File: config.mk
export PLATFORM = sky130hd
export DESIGN_NAME = seq_det_ctrl
export DESIGN_NICKNAME = d
export VERILOG_FILES = /design/src/rtl/seq_det_ctrl.sv
export SDC_FILE = /design/constraint.sdc
export NUM_CORES = 1
export LEC_CHECK = 0
export CELL_PAD_IN_SITES_DETAIL_PLACEMENT = 1
export CELL_PAD_IN_SITES_GLOBAL_PLACEMENT = 1
export CORE_ASPECT_RATIO = 1.5
export CORE_MARGIN = 5
export CORE_UTILIZATION = 40
export CTS_BUF_LIST = sky130_fd_sc_hd__clkbuf_8
export CTS_CLUSTER_DIAMETER = 200
export CTS_CLUSTER_SIZE = 16
export DETAILED_ROUTE_END_ITERATION = 7
export GPL_TIMING_DRIVEN = 1
export PLACE_DENSITY_LB_ADDON = 0.1
export SETUP_SLACK_MARGIN = 0.15
export SYNTH_ARGS = -nofsm -noshare
export SYNTH_HDL_FRONTEND = slang
export SYNTH_SLANG_ARGS = --single-unit
File: constraint.sdc
create_clock -name clk -period 3.2 [get_ports clk]
set_input_delay 0.64 -clock clk [delete_from_list [all_inputs] [get_ports clk]]
set_output_delay 0.64 -clock clk [all_outputs]
set_load 0.02 [all_outputs]
File: src/rtl/seq_det_ctrl.sv
// seq_det_ctrl: run-time programmable serial pattern detector with match
//   counting, overlapping or non-overlapping detection, and completion at a
//   programmed match count.
// Latency: PO/match_cnt/done appear one cycle after the edge that samples the
//   completing bit; the first consumable bit is sampled two edges after start.
// Backpressure: none; bits are consumed only while pi_valid=1 in RUN, and
//   start is ignored unless the controller is idle.
//
// Ports:
//   clk        clock, all state on rising edge
//   reset      synchronous active-high reset
//   start      one-cycle request, accepted only in IDLE
//   abort      return to IDLE from ARM/RUN
//   pattern    pattern to detect, MSB received first (latched on start)
//   overlap    1 = overlapping matches allowed (latched on start)
//   target     matches to completion, 0 = run until abort (latched on start)
//   PI         serial data bit
//   pi_valid   PI qualifier
//   PO         registered one-cycle match pulse
//   busy       high while in ARM or RUN
//   done       one-cycle pulse when the target count is reached
//   match_cnt  matches in the current/last run, saturating
module seq_det_ctrl #(
  parameter int PLEN  = 4,
  parameter int CNT_W = 8
) (
  input  logic             clk,
  input  logic             reset,
  input  logic             start,
  input  logic             abort,
  input  logic [PLEN-1:0]  pattern,
  input  logic             overlap,
  input  logic [CNT_W-1:0] target,
  input  logic             PI,
  input  logic             pi_valid,
  output logic             PO,
  output logic             busy,
  output logic             done,
  output logic [CNT_W-1:0] match_cnt
);

  typedef enum logic [1:0] {
    IDLE = 2'd0,
    ARM  = 2'd1,
    RUN  = 2'd2,
    DONE = 2'd3
  } state_t;

  // Fill count runs 0..PLEN, so it needs enough bits to hold PLEN itself.
  localparam int                FILL_W    = $clog2(PLEN + 1);
  localparam logic [FILL_W-1:0] FILL_FULL = FILL_W'(PLEN);
  localparam logic [CNT_W-1:0]  CNT_MAX   = '1;

  state_t            state, state_nxt;
  logic [PLEN-1:0]   hist, hist_nxt;
  logic [FILL_W-1:0] fill, fill_nxt;
  logic [PLEN-1:0]   pat_q, pat_nxt;
  logic              ovl_q, ovl_nxt;
  logic [CNT_W-1:0]  tgt_q, tgt_nxt;
  logic [CNT_W-1:0]  cnt_nxt;
  logic              po_nxt, busy_nxt, done_nxt;

  // Candidate values for a consumed bit, evaluated every cycle and only
  // committed by the FSM when a bit is actually taken in RUN.
  logic [PLEN-1:0]   hist_shift;
  logic [FILL_W-1:0] fill_inc;
  logic [CNT_W-1:0]  cnt_inc;
  logic              is_match;

  always_comb begin
    hist_shift = {hist[PLEN-2:0], PI};
    fill_inc   = (fill == FILL_FULL) ? FILL_FULL : fill + FILL_W'(1);
    // Saturate rather than wrap so a free-running (target=0) count never
    // appears to restart.
    cnt_inc    = (match_cnt == CNT_MAX) ? CNT_MAX : match_cnt + CNT_W'(1);
    // A match needs PLEN bits gathered since the run began (or since the
    // last match in non-overlapping mode), not just a matching shift reg.
    is_match   = (fill_inc == FILL_FULL) && (hist_shift == pat_q);
  end

  // Next-state and next-output logic.
  always_comb begin
    state_nxt = state;
    hist_nxt  = hist;
    fill_nxt  = fill;
    pat_nxt   = pat_q;
    ovl_nxt   = ovl_q;
    tgt_nxt   = tgt_q;
    cnt_nxt   = match_cnt;
    po_nxt    = 1'b0;

    case (state)
      IDLE: begin
        if (start) begin
          pat_nxt   = pattern;
          ovl_nxt   = overlap;
          tgt_nxt   = target;
          hist_nxt  = '0;
          fill_nxt  = '0;
          cnt_nxt   = '0;
          state_nxt = ARM;
        end
      end

      ARM: begin
        // PI is deliberately not looked at here.
        state_nxt = abort ? IDLE : RUN;
      end

      RUN: begin
        // abort takes priority over any bit presented in the same cycle,
        // including one that would complete the run.
        if (abort) begin
          state_nxt = IDLE;
        end else if (pi_valid) begin
          hist_nxt = hist_shift;
          fill_nxt = fill_inc;
          if (is_match) begin
            po_nxt  = 1'b1;
            cnt_nxt = cnt_inc;
            // Non-overlapping: the bits just matched may not be reused, so
            // the next match needs a fresh PLEN bits.
            if (!ovl_q) begin
              fill_nxt = '0;
            end
            if ((tgt_q != '0) && (cnt_inc == tgt_q)) begin
              state_nxt = DONE;
            end
          end
        end
      end

      DONE: begin
        state_nxt = IDLE;
      end

      default: begin
        state_nxt = IDLE;
      end
    endcase

    // Status outputs are registered copies of the next state so they line up
    // with the state they describe.
    busy_nxt = (state_nxt == ARM) || (state_nxt == RUN);
    done_nxt = (state_nxt == DONE);
  end

  always_ff @(posedge clk) begin
    if (reset) begin
      state     <= IDLE;
      hist      <= '0;
      fill      <= '0;
      pat_q     <= '0;
      ovl_q     <= 1'b0;
      tgt_q     <= '0;
      match_cnt <= '0;
      PO        <= 1'b0;
      busy      <= 1'b0;
      done      <= 1'b0;
    end else begin
      state     <= state_nxt;
      hist      <= hist_nxt;
      fill      <= fill_nxt;
      pat_q     <= pat_nxt;
      ovl_q     <= ovl_nxt;
      tgt_q     <= tgt_nxt;
      match_cnt <= cnt_nxt;
      PO        <= po_nxt;
      busy      <= busy_nxt;
      done      <= done_nxt;
    end
  end

endmodule

# Word level (Yosys, flattened, before mapping)
# Cells that the tools add are included.
# W data, S select, Z words.
[totals] in_bits=19 wordCells=64 ff_bits=32 output_inout_bits=11
[classes] add_sub_neg=2 muxes=25 reduce_logical=10 eq_ne=15 bitwise_logic=2
[ops] cell="$mux W8" count=5
[ops] cell="$mux W3" count=9
[ops] cell="$pmux W8 S2" count=1
[ops] cell="$mux W2" count=6
[ops] cell="$pmux W3 S2" count=2
[ops] cell="$add A8 B1 Y8 const B" count=1
[ops] cell="$eq A2 B2 Y1 const B" count=4
[ops] cell="$eq A8 B8 Y1" count=1
[ops] cell="$eq A8 B8 Y1 const B" count=1
[ops] cell="$ne A2 B2 Y1 const B" count=4
[ops] cell="$pmux W2 S4" count=1
[ops] cell="$reduce_bool A8 Y1" count=1
[ops] cell="$eq A3 B3 Y1 const B" count=2
[ops] cell="$reduce_and A5 Y1" count=1
[ops] cell="$eq A2 B1 Y1 const B" count=2
[ops] cell="$eq A4 B4 Y1" count=1
[ops] cell="$reduce_and A4 Y1" count=1
[ops] cell="$reduce_or A4 Y1" count=1
[ops] cell="$add A3 B1 Y3 const B" count=1
[ops] cell="$logic_and A1 B1 Y1" count=2
[ops] cell="$logic_not A2 Y1" count=1
[ops] cell="$not A1 Y1" count=2
[ops] cell="$reduce_and A2 Y1" count=1
[ops] cell="$reduce_bool A2 Y1" count=1
[ops] cell="2 further kinds" count=2

# Longest topological paths before layout
[logic_depth] ltp_word=11 mapped_depth=11 depth_no_buf=9

# Worst setup path after synthesis
# No wires, ideal clock.
[synth_timing] path_type="reg2reg" from="register match_cnt[0]" to="register busy" setup_time_ns=0.130 synth_period_minus_slack_ns=2.530 path_stages_with_launch=12 t_arrival_ns=2.399 setup_slack_ns=0.670 path_buffers=2 t_required_ns=3.070 cell_sequence="dfxtp_1 -> ha_1 -> buf_6 -> and4_1 -> buf_2 -> and2_2 -> xnor2_1 -> a211oi_1 -> o2111ai_1 -> o41ai_2 -> ha_1 -> nor2b_1"
[synth_between] elab_chain_len=11 word_cells_on_any_way=13 classes_between="add/sub (1); eq/ne (4); mux (6); reduce/logical (2)"
[synth_lines] item="from (decl)" line="39" rtl="output logic [CNT_W-1:0] match_cnt"
[synth_lines] item="from (signal assigned)" line="167" rtl="match_cnt <= cnt_nxt;"
[synth_lines] item="$add A8 B1 Y8 or $eq A8 B8 Y1 (tied branches)" line="75" rtl="cnt_inc = (match_cnt == CNT_MAX) ? CNT_MAX : match_cnt + CNT_W'(1);"
[synth_lines] item="$mux W8 (*)" line="75"
[synth_lines] item="$eq A8 B8 Y1 (*)" line="126" rtl="if ((tgt_q != '0) && (cnt_inc == tgt_q)) begin"
[synth_lines] item="$logic_and A1 B1 Y1 (*)" line="126"
[synth_lines] item="$mux W2 (*)" line="126"
[synth_lines] item="$mux W2 (*)" line="118" rtl="if (is_match) begin"
[synth_lines] item="$mux W2 (*)" line="115" rtl="end else if (pi_valid) begin"
[synth_lines] item="$mux W2 (*)" line="113" rtl="if (abort) begin"
[synth_lines] item="$pmux W2 S4 (*)" line="92" rtl="case (state)"
[synth_lines] item="net state_nxt[0]" line="54" rtl="state_t state, state_nxt;"
[synth_lines] item="$eq A2 B1 Y1 or $eq A2 B2 Y1 (tied branches)" line="144" rtl="busy_nxt = (state_nxt == ARM) || (state_nxt == RUN);"
[synth_lines] item="$logic_or A1 B1 Y1 (*)" line="144"
[synth_lines] item="net busy_nxt" line="61" rtl="logic po_nxt, busy_nxt, done_nxt;"
[synth_lines] item="to (signal assigned)" line="169" rtl="busy <= busy_nxt;"
[synth_lines] item="to (decl)" line="37" rtl="output logic busy,"
# The timed path passes the listed nets; every way through them passes the cells marked *.
# A chain may end at the register's enable or synchronous reset.

# Final worst setup path
[layout_timing] from="input port PI" to="register busy"
[layout_between] elab_chain_len=8 word_cells_on_any_way=9 classes_between="eq/ne (3); mux (4); reduce/logical (2)"
[layout_lines] item="from (decl)" line="34" rtl="input logic PI,"
[layout_lines] item="$eq A4 B4 Y1 (*)" line="78" rtl="is_match = (fill_inc == FILL_FULL) && (hist_shift == pat_q);"
[layout_lines] item="$logic_and A1 B1 Y1 (*)" line="78"
[layout_lines] item="$mux W2 (*)" line="118"
[layout_lines] item="$mux W2 (*)" line="115"
[layout_lines] item="$mux W2 (*)" line="113"
[layout_lines] item="$pmux W2 S4 (*)" line="92"
[layout_lines] item="net state_nxt[0]" line="54"
[layout_lines] item="$eq A2 B1 Y1 or $eq A2 B2 Y1 (tied branches)" line="144"
[layout_lines] item="$logic_or A1 B1 Y1 (*)" line="144"
[layout_lines] item="net busy_nxt" line="61"
# Marks and branches as above.

==> run metrics <==
Yosys cell types 52; WP data required about 3.4 ns; DRC 0; Area contributors post-synth dfxtp_1 36%, nand2_1 8.4%, a21oi_1 7.0%; RSZ-0062 raised after global routing false; number of diodes 0; outcome finished clean; setup violators final 0; FILL cells 550; CP Data Arrival Time between 2 and 3 ns; largest net degree at the start of global routing 33; cell taking the most area after synthesis dfxtp_1; clock-pin slew on the worst setup and hold paths approximately 0.07 ns; Layout area overhead 22.4%; TritonCTS Buffers 5; initial antenna violation count 0; Yosys reg bits 32; mapped cell area around 1800 sq um; Inst Count DP 290; Max Root-Sink Buffers 2; Vias between 1500 and 2000; dpl cell area 2110 sq um; FMAX approximately 370 MHz; Slew @ Worst Pin 0.535 ns; Crit path max-delay family simple AND/OR/NAND/NOR gates; storage element area ~640 sq um; post-synthesis mux area share ~1.7%; Mapped Cells 221; CORE AREA between 4000 and 5000 sq um; Compound-Gate Fraction of Synth Area ~22%; CP Launch Type input pin; Main synth FF type dfxtp_1; Post-Synth Simple-Gate Area approximately 28%; number of top-level pins 30; IO buf count 29; Synth async-reset ratio 0%; hold_ws 0.459 ns; Design Area, Final approximately 2200 sq um; main combinational cell family by area after synthesis simple AND/OR/NAND/NOR gates; vias per cell 5.63; Critical Setup Path Class input pin to flop; Avg Inst Size Synth 8.13 sq um; layout cell share with drive strength beyond 1 about a tenth; setup TNS 0 ns; leakage 0.770 nW; GRT overflow 0; total track usage between 10% and 20%; crit-path cells clkdlybuf4s50_1, xnor2_1, nand3_1, or4_4, a211oi_1, o2111ai_1, o41ai_2, ha_1, nor2b_1; starting density of the core between 40% and 50%; post-synthesis xor/xnor area fraction 4.87%; Worst VDD drop 212 uV; CP endpoint kind flop; fin util around half; number of synthesized flops with an enable pin 0; Setup Buffers After CTS 0; Max-Cap Viols 0; Crit path largest cell delay approximately 0.53 ns; DP HPWL between 3000 and 4000 um; CTS Hold Bufs 0; number of failing hold endpoints at the final stage 0; PD cells 388 nW/um^2; slowest CP cell or4_4; area of the multi-input gates 1070 sq um; DIE HEIGHT ~92 um; Slew Limit Fails 0; post-layout min period 2.73 ns; Placement Rows 30; clock latency on the worst-skew pair around 0.28 ns; final RePlAce weighted congestion 0.814; Max-slew headroom between 60% and 70%; vias in the first global route about 1700; antenna viol nets, final 0; period utilisation layout between 80% and 90%; syn_nets between 200 and 250; Synth warnings 0; root buffer cell clkbuf_8; drt total wl around 4800 um; CP max FO 4; Layout Nets 272; Hold Crit Class flop to flop; drt initial violations 70; Worst Skew ~0.0042 ns; Synth Area in Adders under 10%; CTS sink cnt 32; DRT Pass-1 Iters 4; register area share after synthesis ~36%; full die area 5960 sq um; WL/cell 16.0 um; Buf+Inv Stages, Crit Path 1; first-pass GRT wire length just over 8000 um; post-CTS resize count 0; area share of the largest cell type after synthesis 35.7%; DIE WIDTH roughly 65 um; TritonCTS clock tree done; non-filler cells, final approximately 300; H-tree Lvls 2
==> sequential cells by signal, indices dropped and copies added (netlist names) <==
| name | flops |
|---|---|
| busy | 1 |
| pat_q | 4 |
| fill | 3 |
| ovl_q | 1 |
| hist | 3 |
| PO | 1 |
| tgt_q | 8 |
| done | 1 |
| match_cnt | 8 |
| state | 2 |
==> metal layers <==
layer	GRT usage, %	share of wire [%]	vias up
met1	18.9	42	813
li1	-	-	840
met4	6.70	1.2	0
met3	3.06	2.5	4
met5	0	0	-
met2	31.7	54	22
==> path summary, 6_finish.rpt <==
kind | from | end | slack, ns | cells past startpoint
max | PI | busy | 0.47 | 9
min | ovl_q | ovl_q | 0.46 | 2
min reg2reg | ovl_q | ovl_q | 0.46 | 2
max reg2reg | match_cnt[0] | busy | 0.65 | 9
==> power breakdown <==
part	switching, mW	leakage (nW)	internal (mW)
logic	0.0523	0.459	0.0505
registers	0.0146	0.260	0.411
clock network	0.153	0.0510	0.172
total	0.220	0.770	0.633
==> cell type report <==
class | count | share of cell area [%]
Multi-Input combinational cell | 173 | 48.7
Sequential cell | 32 | 29.1
Timing Repair Buffer | 33 | 14.6
Clock buffer | 6 | 3.75
Tap cell | 48 | 2.73
Inverter | 4 | 0.683
Clock inverter | 2 | 0.455
==> worst reg2reg max path: stages (launching register included) <==
cell	delay, ns
dfxtp_1	0.32
ha_1	0.28
and4_1	0.31
and2_2	0.24
xnor2_1	0.13
a211oi_1	0.35
o2111ai_1	0.19
o41ai_2	0.23
ha_1	0.27
nor2b_1	0.12
==> Yosys cell counts (all sizes together) (4+ instances only) <==
cell	count
a22oi	6
clkbuf	5
nor2	13
o21ai	6
nor3	5
a21oi	26
nand4	6
nand2b	6
nand2	40
inv	4
a211oi	5
dfxtp	32
buf	7
ha	4
xnor2	7
nor2b	6
nand3	6
==> metrics by stage <==
| step | power (mW) | setup slack, ns |
|---|---|---|
| after floorplan | 0.494 | 0.670 |
| after global placement | 0.539 | 0.173 |
| after detailed placement | 0.540 | 0.140 |
| after CTS | 0.865 | 0.451 |
| after global routing | 0.899 | 0.353 |
| final | 0.853 | 0.470 |
==> logic make-up (layout without fill, tap and decap cells) <==
| kind of cell | count (synthesis) | count (layout) |
|---|---|---|
| flip-flops | 32 | 32 |
| AO/OA/AOI/OAI | 59 | 59 |
| adder cells (fa/ha/maj) | 4 | 4 |
| XOR/XNOR | 10 | 10 |
| buffers and inverters | 16 | 45 |
| multiplexers | 3 | 3 |
| AND/OR/NAND/NOR | 97 | 97 |
==> layout by cell type, fill, tap and decap left out, types with 6 or more instances in the layout <==
cell              n
clkdlybuf4s50_1  29
nand2b_1          6
clkbuf_8          6
nand3_1           6
a22oi_1           6
nor2_1           12
dfxtp_1          32
nand2_1          40
nor2b_1           6
xnor2_1           7
a21oi_1          25
Note: power is estimated with default switching activity, not from simulation.
